--- src/rtl/machine_mode_types_1_12_pkg.sv ---
// Shared types and constants for the v1.12 machine-mode privilege block.
package machine_mode_types_1_12_pkg;

  typedef enum logic [1:0] {
    TRAP_EXC  = 2'd0,
    TRAP_INT  = 2'd1,
    TRAP_MRET = 2'd2
  } trap_kind_t;

  typedef enum logic [1:0] {
    IDLE     = 2'd0,
    DRAIN    = 2'd1,
    COMMIT   = 2'd2,
    REDIRECT = 2'd3
  } trap_seq_state_t;

  localparam logic [1:0] M_LEVEL = 2'b11;
  localparam logic [1:0] U_LEVEL = 2'b00;

  localparam logic [1:0] MTVEC_MODE_VECTORED = 2'b01;

endpackage

--- src/rtl/priv_1_12_tvec_calc.sv ---
// Fetch-redirect target: trap vector (direct or vectored) or the saved mepc for mret.
module priv_1_12_tvec_calc
  import machine_mode_types_1_12_pkg::*;
(
  input  logic [29:0] mtvec_base,
  input  logic [1:0]  mtvec_mode,
  input  logic        is_int,
  input  logic        is_mret,
  input  logic [29:0] cause_lo,
  input  logic [31:0] mepc,
  output logic [31:0] priv_pc
);

  logic [31:0] base_addr;

  always_comb begin
    base_addr = {mtvec_base, 2'b00};
    priv_pc   = base_addr;
    if (is_mret) begin
      priv_pc = mepc;
    end else if ((mtvec_mode == MTVEC_MODE_VECTORED) && is_int) begin
      // Reserved modes fall back to direct; only interrupts are vectored.
      priv_pc = base_addr + {cause_lo, 2'b00};
    end
  end

endmodule

--- src/rtl/priv_1_12_trap_sequencer.sv ---
// Trap entry / mret sequencer: latch request, drain pipeline, commit CSR update, redirect fetch.
module priv_1_12_trap_sequencer
  import machine_mode_types_1_12_pkg::*;
#(
  parameter int DRAIN_TIMEOUT = 64,
  parameter int CNT_W         = 7
) (
  input  logic        CLK,
  input  logic        nRST,
  input  logic        ex_req,
  input  logic        int_req,
  input  logic        mret_req,
  input  logic [30:0] cause,
  input  logic [31:0] epc,
  input  logic [31:0] tval,
  input  logic        pipe_clear,
  input  logic [1:0]  curr_priv,
  input  logic [29:0] curr_mtvec_base,
  input  logic [1:0]  curr_mtvec_mode,
  input  logic [31:0] curr_mepc,
  input  logic        curr_mie_bit,
  input  logic        curr_mpie_bit,
  input  logic [1:0]  curr_mpp,
  output logic        inject_mcause,
  output logic        inject_mepc,
  output logic        inject_mtval,
  output logic        inject_mstatus,
  output logic [31:0] next_mcause,
  output logic [31:0] next_mepc,
  output logic [31:0] next_mtval,
  output logic        next_mie_bit,
  output logic        next_mpie_bit,
  output logic [1:0]  next_mpp,
  output logic [1:0]  next_priv,
  output logic        priv_update,
  output logic        insert_pc,
  output logic [31:0] priv_pc,
  output logic        busy,
  output logic        drain_timeout
);

  localparam logic [CNT_W-1:0] CNT_MAX   = {CNT_W{1'b1}};
  localparam logic [CNT_W-1:0] CNT_LIMIT = CNT_W'(DRAIN_TIMEOUT);

  trap_seq_state_t state_q, state_d;
  trap_kind_t      kind_q, kind_d;
  logic [30:0]     cause_q, cause_d;
  logic [31:0]     epc_q, epc_d;
  logic [31:0]     tval_q, tval_d;
  logic [31:0]     mepc_q, mepc_d;
  logic [CNT_W-1:0] cnt_q, cnt_d;
  logic            timeout_q, timeout_d;

  logic            is_int;
  logic            is_mret;
  logic [31:0]     calc_pc;
  logic            unused_epc_bits;

  assign is_int          = (kind_q == TRAP_INT);
  assign is_mret         = (kind_q == TRAP_MRET);
  assign unused_epc_bits = &{1'b0, epc_q[1:0]};

  always_ff @(posedge CLK or negedge nRST) begin
    if (!nRST) begin
      state_q   <= IDLE;
      kind_q    <= TRAP_EXC;
      cause_q   <= '0;
      epc_q     <= '0;
      tval_q    <= '0;
      mepc_q    <= '0;
      cnt_q     <= '0;
      timeout_q <= 1'b0;
    end else begin
      state_q   <= state_d;
      kind_q    <= kind_d;
      cause_q   <= cause_d;
      epc_q     <= epc_d;
      tval_q    <= tval_d;
      mepc_q    <= mepc_d;
      cnt_q     <= cnt_d;
      timeout_q <= timeout_d;
    end
  end

  always_comb begin
    state_d   = state_q;
    kind_d    = kind_q;
    cause_d   = cause_q;
    epc_d     = epc_q;
    tval_d    = tval_q;
    mepc_d    = mepc_q;
    cnt_d     = cnt_q;
    timeout_d = timeout_q;

    case (state_q)
      IDLE: begin
        if (ex_req || int_req || mret_req) begin
          state_d = DRAIN;
          cnt_d   = '0;
          cause_d = cause;
          epc_d   = epc;
          tval_d  = '0;
          if (ex_req) begin
            kind_d = TRAP_EXC;
            tval_d = tval;
          end else if (int_req) begin
            kind_d = TRAP_INT;
          end else begin
            kind_d = TRAP_MRET;
          end
        end
      end
      DRAIN: begin
        cnt_d = (cnt_q == CNT_MAX) ? cnt_q : cnt_q + CNT_W'(1);
        if (cnt_d >= CNT_LIMIT) begin
          timeout_d = 1'b1;
        end
        // A synchronous exception pre-empts a pending interrupt or mret without restarting the drain.
        if (ex_req && (kind_q != TRAP_EXC)) begin
          kind_d  = TRAP_EXC;
          cause_d = cause;
          epc_d   = epc;
          tval_d  = tval;
        end
        if (pipe_clear) begin
          state_d = COMMIT;
        end
      end
      COMMIT: begin
        mepc_d  = curr_mepc;
        state_d = REDIRECT;
      end
      REDIRECT: begin
        timeout_d = 1'b0;
        state_d   = IDLE;
      end
      default: state_d = IDLE;
    endcase
  end

  priv_1_12_tvec_calc u_tvec_calc (
    .mtvec_base (curr_mtvec_base),
    .mtvec_mode (curr_mtvec_mode),
    .is_int     (is_int),
    .is_mret    (is_mret),
    .cause_lo   (cause_q[29:0]),
    .mepc       (mepc_q),
    .priv_pc    (calc_pc)
  );

  always_comb begin
    inject_mcause  = 1'b0;
    inject_mepc    = 1'b0;
    inject_mtval   = 1'b0;
    inject_mstatus = 1'b0;
    next_mcause    = '0;
    next_mepc      = '0;
    next_mtval     = '0;
    next_mie_bit   = 1'b0;
    next_mpie_bit  = 1'b0;
    next_mpp       = '0;
    next_priv      = '0;
    priv_update    = 1'b0;
    insert_pc      = 1'b0;
    priv_pc        = '0;

    if (state_q == COMMIT) begin
      inject_mstatus = 1'b1;
      priv_update    = 1'b1;
      if (is_mret) begin
        next_mie_bit  = curr_mpie_bit;
        next_mpie_bit = 1'b1;
        next_mpp      = U_LEVEL;
        next_priv     = curr_mpp;
      end else begin
        inject_mcause = 1'b1;
        inject_mepc   = 1'b1;
        inject_mtval  = 1'b1;
        next_mcause   = {is_int, cause_q};
        next_mepc     = {epc_q[31:2], 2'b00};
        next_mtval    = tval_q;
        next_mpie_bit = curr_mie_bit;
        next_mpp      = curr_priv;
        next_priv     = M_LEVEL;
      end
    end else if (state_q == REDIRECT) begin
      insert_pc = 1'b1;
      priv_pc   = calc_pc;
    end
  end

  assign busy          = (state_q != IDLE);
  assign drain_timeout = timeout_q;

endmodule

--- config.mk ---
export PLATFORM = sky130hd
export DESIGN_NAME = priv_1_12_trap_sequencer
export DESIGN_NICKNAME = d
export VERILOG_FILES = /design/src/rtl/machine_mode_types_1_12_pkg.sv /design/src/rtl/priv_1_12_tvec_calc.sv /design/src/rtl/priv_1_12_trap_sequencer.sv
export SDC_FILE = /design/constraint.sdc
export NUM_CORES = 1
export LEC_CHECK = 0
export CORE_ASPECT_RATIO = 1.25
export CORE_MARGIN = 2
export CORE_UTILIZATION = 46
export CTS_CLUSTER_DIAMETER = 200
export DETAILED_ROUTE_END_ITERATION = 12
export GPL_ROUTABILITY_DRIVEN = 0
export PLACE_DENSITY = 0.81
export SYNTH_ARGS = -nofsm -noshare
export SYNTH_HDL_FRONTEND = slang
export SYNTH_HIERARCHICAL = 1
export SYNTH_SLANG_ARGS = --single-unit
--- constraint.sdc ---
create_clock -name CLK -period 4.26 [get_ports CLK]
set_input_delay 0.852 -clock CLK [delete_from_list [all_inputs] [get_ports CLK]]
set_output_delay 0.852 -clock CLK [all_outputs]
set_load 0.02 [all_outputs]
==> results of run 1 <==
[worst min path at each step]
| stage | startpoint | to | slack [ns] | depth (start not counted) |
|---|---|---|---|---|
| 2_1_floorplan | tval_q[10] | tval_q[10] | 0.44 | 2 |
| 3_3_place_gp | tval_q[8] | tval_q[8] | 0.45 | 2 |
| 3_5_place_dp | tval_q[12] | tval_q[12] | 0.46 | 2 |
| 4_1_cts | tval_q[12] | tval_q[12] | 0.48 | 2 |
| 5_1_grt | tval_q[25] | tval_q[25] | 0.50 | 2 |
| 6_report | nRST | tval_q[10] | 0.45 | 1 |
[cell type report]
type,count,area (um^2),share of cell area [%]
multi-input cells,696,5510,39.9
repair buffers,420,3930,28.5
flip-flops and latches,137,3430,24.8
clock buffers,18,429,3.11
well taps,236,295,2.14
clock inverters,14,165,1.20
inverters,11,41.3,0.299
diodes,2,5.00,0.0362
[critical path, stage by stage]
cell and delay (ns):
buf_6 0.10, ha_4 0.16, fa_2 0.37, a21o_1 0.19, a311oi_1 0.21, buf_4 0.17
buf_4 0.11, o211ai_1 0.13, nand3_2 0.18, a41oi_2 0.15, a31oi_1 0.25, xor2_1 0.19
o221ai_1 0.12, and2_1 0.17, buf_6 0.13
[cells in the final DEF (no fill, tap or decap), types with 15 or more instances in the layout]
cell | netlist | layout
a21o_1 | 18 | 18
clkdlybuf4s50_1 | 0 | 263
dfrtp_1 | 137 | 137
a21oi_1 | 37 | 29
o21ai_0 | 62 | 56
o21ai_1 | 12 | 15
mux2_2 | 33 | 33
ha_4 | 0 | 17
nor2_1 | 33 | 32
nand2_1 | 115 | 114
buf_4 | 5 | 107
mux2_4 | 61 | 61
and2_1 | 40 | 38
clkbuf_16 | 0 | 17
and3_1 | 98 | 98
xor2_1 | 16 | 16
[cells by family (layout without fill, tap and decap cells)]
| logic type | count (synthesis) | after routing | synth area share (%) |
|---|---|---|---|
| simple gates | 334 | 334 | 19.4 |
| compound gates | 195 | 195 | 13.9 |
| flops | 137 | 137 | 38.3 |
| mux | 106 | 106 | 15.7 |
| buf+inv | 82 | 463 | 5.23 |
| fa+ha+maj | 36 | 36 | 5.12 |
| xor+xnor | 23 | 23 | 2.25 |
| other cells | 1 | 4 | 0.0419 |
[routing by layer]
layer	up-vias	track usage, %
li1	3991	-
met1	4162	33.5
met2	416	46.2
met3	93	6.90
met4	2	11.4
met5	-	0
[timing repair]
| item | 4_1_cts | 5_1_grt |
|---|---|---|
| setup buffers | 8 | 12 |
| pin swaps | 43 | 37 |
| resized for setup | 134 | 57 |
| endpoints found under the setup margin | 26 | 21 |
| hold buffers | 0 | 0 |
[report_power, final]
part / leakage (nW) / total, mW / switching (mW) / internal [mW]
Sequential: 1.66 / 2.40 / 0.469 / 1.93
Clock: 0.284 / 1.51 / 0.633 / 0.877
Combinational: 4.50 / 6.96 / 3.42 / 3.54
Total: 6.45 / 10.9 / 4.52 / 6.36
[sequential cells by signal, summed over array words and instances, names as in the netlist]
name / flops
epc_q: 30
tval_q: 32
state_q: 2
cnt_q: 7
drain_timeout: 1
mepc_q: 32
kind_q: 2
cause_q: 31
==> results.txt, run 1 <==
Top-count cell post-synth: dfrtp_1
Area leader, netlist: dfrtp_1
Post-Syn Area: 8950 um^2
Setup slack, reg-to-reg: 1.68 ns
Placeable Area: 19300 um^2
Routed vias: 8664
Synth top area share: 38.3%
Worst IR drop on VDD: 0.000376 V
WP data required: 3.41 ns
Commonest cells post-synth: dfrtp_1 (137), nand2_1 (115), and3_1 (98), o21ai_0 (62), mux2_4 (61)
Setup Viol. Count Final: 2
Fraction of registers with async set or reset after synthesis: 100%
Clock Latency Late Sink: 0.43 ns
RSZ-0062 raised after global routing: true
CTS Buf Count: 17
Hold_ws: 0.453 ns
Failing checks: setup timing
WL/cell: 19.6 um
Pwr Total: 10.9 mW
Reg2reg end: epc_q[26]
Final ANT Viol Nets: 0
Die Span Y: 160 um
Clock Root Buffer: clkbuf_16
Max Clk Rate: 230 MHz
Skew final: 0.00705 ns
Status: finished, violations left
Max Root-Sink Buffers: 2
CTS tree: done
Die ar.: 20600 um^2
Crit path time final: 4.34 ns
Synth cell types: 64
Sequential fraction of the synthesis area: 38.3%
Final Hold Viols: 0
Input/output buffers: 308
GRT overflow: 0
Initial Utilization: 46.5%
Routed wire length: 30100 um
Post-route setup slack: -0.0833 ns
DR top layer: met5
Reg2Reg Depth: 6
Fin Setup TNS: -0.117 ns
Fin crit share: 102%
Worst hold path type: input port to async pin
Fin area: 13800 um^2
Via density: 5.65
DRT iter0 DRCs: 720
Setup crit end kind: primary output
Final Core Density: 71.7%
DR WL met2: 15000 um
Number of synthesized register bits: 137
Largest fanout on the critical path: 3
CP Capture Point: priv_pc[30]
Vias in the first global route: 8559
Sink Count: 137
Die width: 129 um
Placed Area: 12700 um^2
Met1 wire length: 11900 um
Top cells by area, synth: dfrtp_1 (38%), mux2_4 (10%), and3_1 (6.9%)
Layout cells sized above 1: 25.2%
Final Non-Filler Cells: 1534
Filler Cells Inserted: 1348
Post-synth top flop: dfrtp_1
Setup WS pre-CTS: -0.981 ns
Leak: 6.45 nW
Synth Area per Inst: 9.79 um^2
DRC: 0
Clock transition at path regs: 0.07 ns
Num rows: 57
Max_cap viols: 0
Worst rel slew slack: 37.0%
Drt pass-1 iters: 5
Nets: 1490
GRT Total Usage: 27.5%
Detail Placement HPWL: 20000 um
Power Density: 788 nW/um^2
Htree depth: 4
Number of synthesized flops with an enable pin: 0
WP data arrival: 3.49 ns
Worst Max-Slew Pin Slew: 0.946 ns
Initial antenna violation count: 3
Area growth, synth to finish: 54.3%
Largest net degree at the start of global routing: 99
First-pass GRT wire length: 44900 um
Worst Setup SP: curr_mtvec_base[0]
Syn Inst Count: 914
Critical R2R Launch: state_q[0]
YS warnings: 6
Fin. max-slew vios: 0
Met3 Routed Length: 2090 um
CP Launch Type: input port
Placed cells: 1480
Num ports: 313
Crit path kind: input port to primary output
(Power assumes the default switching activity.)
==> run 2: changes to the inputs <==
--- a/config.mk
+++ b/config.mk
@@ -5,13 +5,14 @@
 export SDC_FILE = /design/constraint.sdc
 export NUM_CORES = 1
 export LEC_CHECK = 0
-export CORE_ASPECT_RATIO = 1.25
+export ABC_AREA = 1
+export CAP_MARGIN = 20
 export CORE_MARGIN = 2
-export CORE_UTILIZATION = 46
+export CORE_UTILIZATION = 48
 export CTS_CLUSTER_DIAMETER = 200
 export DETAILED_ROUTE_END_ITERATION = 12
 export GPL_ROUTABILITY_DRIVEN = 0
-export PLACE_DENSITY = 0.81
+export PLACE_DENSITY = 0.83
 export SYNTH_ARGS = -nofsm -noshare
 export SYNTH_HDL_FRONTEND = slang
 export SYNTH_HIERARCHICAL = 1
==> run 2 against run 1 <==
  * The run now ends clean
  * Total power is 8.2% lower
  * Utilization is 3.7 points lower
  * Global-route usage is 2.2 points higher
  * Sequential power is 3% lower
  * Wire length is 7.6% higher
  * Maximum frequency is 4.9% higher
==> results.txt, run 2 <==
Sequential fraction of the synthesis area: 35.3% (-3.0 points)
Placed cells: 2091 (+41%)
Status: complete, no violations
Commonest non-fill, non-tap cell in the layout: nand2_1
Largest registers: mepc_q (32), tval_q (32), cause_q (31)
First-pass GRT wire length: 51100 um (+14%)
Fraction of registers with async set or reset after synthesis: 100% (unchanged)
Final Hold Viols: 0 (unchanged)
Largest net degree at the start of global routing: 85 (-14%)
Placed Area: 13100 um^2 (+3.3%)
Worst IR drop on VDD: 0.000745 V (+98%)
Number of synthesized register bits: 137 (unchanged)
GRT Total Usage: 29.7% (+2.2 points)
Synth top area share: 35.3% (-3.0 points)
Htree depth: 4 (unchanged)
Sink Count: 137 (unchanged)
Worst rel slew slack: 31.0% (-6.0 points)
Final ANT Viol Nets: 0 (unchanged)
Max incr delay on CP: 0.43 ns (+0.06 ns)
RSZ-0062 raised after global routing: false
Placeable Area: 20000 um^2 (+4.1%)
Die Span Y: 146 um (-8.5%)
Largest fanout on the critical path: 4 (+1)
Area growth, synth to finish: 40.2%
Leak: 7.08 nW (+9.8%)
Fin. max-slew vios: 0 (unchanged)
Via density: 5.11 (-9.5%)
YS warnings: 6 (unchanged)
GRT overflow: 0 (unchanged)
Detail Placement HPWL: 23300 um (+17%)
Max_cap viols: 0 (unchanged)
Drt pass-1 iters: 6 (+1)
Critical path buffers and inverters: 2 (-2)
Power Density: 733 nW/um^2 (-7.0%)
CTS tree: done
Syn Inst Count: 1549 (+69%)
Crit path kind: input port to primary output
WP data arrival: 3.29 ns (-0.20 ns)
WL/cell: 15.2 um (-22%)
Input/output buffers: 308 (unchanged)
Synth Area per Inst: 6.27 um^2 (-36%)
Final Non-Filler Cells: 2126 (+39%)
Num ports: 313 (unchanged)
Max Clk Rate: 241 MHz (+4.9%)
Die ar.: 21400 um^2 (+3.9%)
Max Root-Sink Buffers: 2 (unchanged)
Initial antenna violation count: 3 (unchanged)
CP Launch Type: input port
Clock Root Buffer: clkbuf_16
Area leader, netlist: dfrtp_1
Worst hold path type: flip-flop to flip-flop
Routed vias: 10900 (+25%)
CTS Buf Count: 17 (unchanged)
Vias in the first global route: 10300 (+20%)
Die width: 146 um (+14%)
Routed wire length: 32400 um (+7.6%)
DRT iter0 DRCs: 916 (+27%)
WP data required: 3.41 ns (about the same)
Fin crit share: 97.2% (-4.7 points)
Commonest cells post-synth: nand2_1 (703), nor2_1 (218), dfrtp_1 (137), inv_1 (119), nand3_1 (110)
Nets: 2048 (+37%)
Layout cells sized above 1: 7.17% (-18 points)
Setup Viol. Count Final: 0 (-2)
Final Core Density: 68.0% (-3.7 points)
Setup crit end kind: primary output
Fin area: 13600 um^2 (-1.3%)
Worst path slowest cell: clkdlybuf4s50_1
Clock transition at path regs: 0.07 ns (about the same)
Initial Utilization: 48.5% (+2.0 points)
Hold Buf Count CTS: 0 (unchanged)
Number of synthesized flops with an enable pin: 0 (unchanged)
Top cells by area, synth: dfrtp_1 (35%), nand2_1 (27%), nor2_1 (8.4%)
Fin Setup TNS: 0 ns (+0.117 ns)
Synth cell types: 35 (-45%)
Worst Max-Slew Pin Slew: 1.03 ns (+0.0888 ns)
Post-synth top flop: dfrtp_1
Skew final: 0.00906 ns (+0.00200 ns)
Num rows: 52 (-8.8%)
Most frequent cells in the layout: nand2_1 (701), clkdlybuf4s50_1 (280), nor2_1 (218)
DRC: 0 (unchanged)
Crit path time final: 4.14 ns (-0.201 ns)
Crit-path cells: clkdlybuf4s50_1 -> ha_1 -> fa_1 -> nand3_1 -> nand3_2 -> nand3_1 -> nand3_2 -> xor2_1 -> nor2_1 -> o21ai_1 -> nand2_1 -> nor2_1 -> dlygate4sd2_1
Post-Syn Area: 9720 um^2 (+8.6%)
Post-route setup slack: 0.118 ns (+0.201 ns)
Clock Latency Late Sink: 0.43 ns (about the same)
CP delay by family, top: buffers and inverters
Setup WS pre-CTS: -0.171 ns (+0.810 ns)
Top-count cell post-synth: nand2_1
## run 2: changes by cell type in the layout (fill, tap and decap cells not counted), moves of 16 or more
cell             delta
ha_4               -16
and2_1             -35
and3_1             -98
inv_1             +108
ha_1               +19
o21ai_2            +16
nand2_1           +587
o21ai_0            -33
nand3_1           +107
clkdlybuf4s50_1    +17
buf_4              -62
mux2_2             -33
mux2_4             -61
nor2_1            +186
## run 2: power by group
group          switching (mW)  internal, mW
logic                    3.88          2.30
clock network           0.659         0.817
registers               0.407          1.92
## run 2: path summary, 6_finish.rpt
kind,slack (ns),end,cells after the start,start
max in group asynchronous,2.83,cause_q[9],2,nRST
min in group asynchronous,0.48,tval_q[1],1,nRST
max,0.12,priv_pc[14],13,curr_mtvec_base[0]
max reg2reg,1.80,tval_q[15],9,state_q[0]
min,0.47,mepc_q[11],2,mepc_q[11]
min reg2reg,0.47,mepc_q[11],2,mepc_q[11]
## run 2: cell type report
cell class,count,area [um^2]
Sequential cell,137,3430
Clock buffer,17,425
Inverter,120,453
Fill cell,1762,6410
Clock inverter,15,143
Timing Repair Buffer,355,3410
Multi-Input combinational cell,1210,5430
Antenna cell,2,5.00
Tap cell,270,338
## run 2: cell families (layout without fill, tap and decap cells)
| group | after synthesis | after routing | share of synthesized area [%] |
|---|---|---|---|
| AND/OR/NAND/NOR | 1056 | 1056 | 43.1 |
| XOR/XNOR | 14 | 14 | 1.26 |
| AO/OA/AOI/OAI | 102 | 102 | 6.26 |
| buffers and inverters | 203 | 507 | 9.36 |
| other | 1 | 4 | 0.0386 |
| flip-flops | 137 | 137 | 35.3 |
| adder cells (fa/ha/maj) | 36 | 36 | 4.71 |
## run 2: routing by layer
layer  global-route usage (%)  up-vias  wire [um]
li1                         -     5344          -
met1                     36.2     4990      12700
met2                     52.5      478      15800
met3                     7.38       47       3180
met4                     8.25        2        653
met5                        0        -         11
## run 2: timing repair
action	4_1_cts	5_1_grt
setup buffers	0	1
setup endpoints to repair	22	21
pin swaps	0	2
gates resized for setup	22	34
cloned	0	0
## run 2: through the flow
| stage | hold WS, ns | total power, mW |
|---|---|---|
| final | 0.472 | 9.98 |
| after global routing | 0.489 | 10.8 |
| after CTS | 0.474 | 9.96 |
| after detailed placement | 0.459 | 8.49 |
| after global placement | 0.453 | 8.35 |
| after floorplan | 0.442 | 6.45 |
## run 2: worst reg2reg max path, cell delays in order (launching register included)
cell	delay [ns]
dfrtp_1	0.42
inv_1	0.13
ha_1	0.20
inv_1	0.06
nor2_1	0.25
a21oi_4	0.11
nand2_4	0.54
buf_4	0.49
nand2_1	0.13
o21ai_2	0.07
==> run 3: changes to the inputs <==
--- a/config.mk
+++ b/config.mk
@@ -7,6 +7,7 @@
 export LEC_CHECK = 0
 export ABC_AREA = 1
 export CAP_MARGIN = 20
+export CORE_ASPECT_RATIO = 1.1
 export CORE_MARGIN = 2
 export CORE_UTILIZATION = 48
 export CTS_CLUSTER_DIAMETER = 200
==> run 3 against run 2 <==
  * Combinational power rose by 0.8%
  * Worst hold slack improved by 0.0014 ns
  * Critical path depth rose by 2
==> results.txt, run 3 (same netlist as run 2, synthesis figures left out) <==
Status: complete, no violations
Fin. max-slew vios: 0 (unchanged)
Commonest non-fill, non-tap cell in the layout: nand2_1
Setup slack, reg-to-reg: 1.86 ns (+0.06 ns)
Setup crit end kind: primary output
Final Hold Viols: 0 (unchanged)
Fin area: 13700 um^2 (+0.57%)
Htree depth: 4 (unchanged)
GRT Total Usage: 30.5% (+0.77 points)
Setup Fix Bufs, Post-CTS: 0 (unchanged)
Die width: 140 um (-4.5%)
Crit path time final: 4.13 ns (-0.0167 ns)
Setup WS pre-CTS: -0.163 ns (+0.00852 ns)
Layout cells sized above 1: 7.94% (+0.77 points)
Clock Latency Late Sink: 0.42 ns (about the same)
Clock Root Buffer: clkbuf_16
Fin crit share: 96.8% (-0.39 points)
Num rows: 54 (+3.8%)
Leak: 7.14 nW (+0.83%)
Power Density: 732 nW/um^2 (-0.13%)
Skew final: 0.00902 ns (-0.0000396 ns)
GRT overflow: 0 (unchanged)
DRT iter0 DRCs: 831 (-9.3%)
Final Core Density: 69.0% (+0.99 points)
WP data required: 3.41 ns (about the same)
Placeable Area: 19900 um^2 (-0.87%)
RSZ-0062 raised after global routing: false
Post-route setup slack: 0.135 ns (+0.0167 ns)
Area growth, synth to finish: 41.0%
Placed Area: 13200 um^2 (+0.50%)
WL/cell: 15.5 um (+1.5%)
Detail Placement HPWL: 23600 um (+1.4%)
Via density: 5.19 (+1.6%)
Max Root-Sink Buffers: 2 (unchanged)
Largest net degree at the start of global routing: 98 (+15%)
Largest registers: mepc_q (32), tval_q (32), cause_q (31)
DRC: 0 (unchanged)
First-pass GRT wire length: 52500 um (+2.7%)
Largest fanout on the critical path: 3 (-1)
CTS tree: done
Sink Count: 137 (unchanged)
Setup Viol. Count Final: 0 (unchanged)
Crit path kind: input port to primary output
Most frequent cells in the layout: nand2_1 (701), clkdlybuf4s50_1 (280), nor2_1 (216)
Input/output buffers: 308 (unchanged)
WP data arrival: 3.27 ns (-0.02 ns)
Drt pass-1 iters: 6 (unchanged)
Routed wire length: 32700 um (+1.1%)
Pwr Total: 10.0 mW (+0.44%)
Die Span Y: 153 um (+4.7%)
Worst IR drop on VDD: 0.000622 V (-16%)
Worst Max-Slew Pin Slew: 1.08 ns (+0.0411 ns)
Vias in the first global route: 10700 (+3.4%)
Nets: 2057 (+0.44%)
Routed vias: 11000 (+1.1%)
CTS Buf Count: 17 (unchanged)
Initial antenna violation count: 5 (+2)
Die ar.: 21400 um^2 (about the same)
Filler Cells Inserted: 1705 (-3.2%)
Max_cap viols: 0 (unchanged)
Worst rel slew slack: 28.3% (-2.7 points)
Initial Utilization: 48.9% (+0.43 points)
Num ports: 313 (unchanged)
Max Clk Rate: 242 MHz (+0.40%)
Final ANT Viol Nets: 0 (unchanged)
Clock transition at path regs: 0.07 ns (about the same)
Worst hold path type: flip-flop to flip-flop
CP Launch Type: input port
==> run 3: changes by cell type in the layout (fill, tap and decap cells not counted), sizes merged, moves of 2 or more <==
cell / before / now
clkinv: 5 / 3
clkinvlp: 3 / 1
dlygate4sd2: 7 / 9
buf: 48 / 57
inv: 126 / 131
clkdlybuf4s15: 3 / 1
==> run 3: power by group <==
| group | leakage [nW] | internal (mW) | switching (mW) |
|---|---|---|---|
| clock | 0.282 | 0.781 | 0.687 |
| sequential | 1.71 | 1.92 | 0.413 |
| combinational | 5.14 | 2.34 | 3.89 |
| total | 7.14 | 5.03 | 4.99 |
==> run 3: final cells by class <==
type	instances	area [um^2]	share of cell area, %
diodes	2	5.00	0.0365
clock buffers	17	425	3.10
clock inverters	15	149	1.09
inverters	120	453	3.31
multi-input cells	1210	5450	39.8
flip-flops and latches	137	3430	25.0
well taps	252	315	2.30
repair buffers	364	3480	25.4
==> run 3: path summary, 6_finish.rpt <==
kind	to	from	cells after the start
worst min register to register	mepc_q[9]	mepc_q[9]	2
worst max-delay path	priv_pc[20]	curr_mtvec_base[0]	15
min in group asynchronous	tval_q[24]	nRST	1
max in group asynchronous	mepc_q[16]	nRST	2
worst min-delay path	mepc_q[9]	mepc_q[9]	2
worst max register to register	tval_q[2]	state_q[0]	9
==> run 3: per-stage QoR <==
step / TNS [ns] / instances / hold WS [ns]
finish: 0 / 2117 / 0.473
global route: 0 / 2117 / 0.493
CTS: 0 / 2115 / 0.475
detailed placement: -2.08 / 2083 / 0.458
global placement: -1.40 / 2083 / 0.454
floorplan: 0 / 1550 / 0.442
==> run 3: what timing repair did <==
item / 4_1_cts / 5_1_grt
hold buffers: 0 / 0
setup endpoints to repair: 23 / 22
gates resized for setup: 24 / 36
pin swaps: 1 / 0
==> run 3: routing by layer <==
metal	global-route usage, %	up-vias	wire [um]
met5	0	-	25
met4	13.4	4	1450
met3	8.49	101	2940
met2	51.2	515	15500
met1	36.6	5008	12800
li1	-	5357	-
==> run 3: worst max-delay path: stages <==
cell and delay [ns]:
clkdlybuf4s50_1 0.43, ha_1 0.23, fa_1 0.40, buf_4 0.16, nand3_1 0.09, nand3_2 0.15
nand2_1 0.11, nand2_1 0.09, nand2_1 0.07, nand2_1 0.05, o21ai_1 0.12, nand2_1 0.07
nand2_1 0.06, nor2_1 0.04, dlygate4sd2_1 0.35
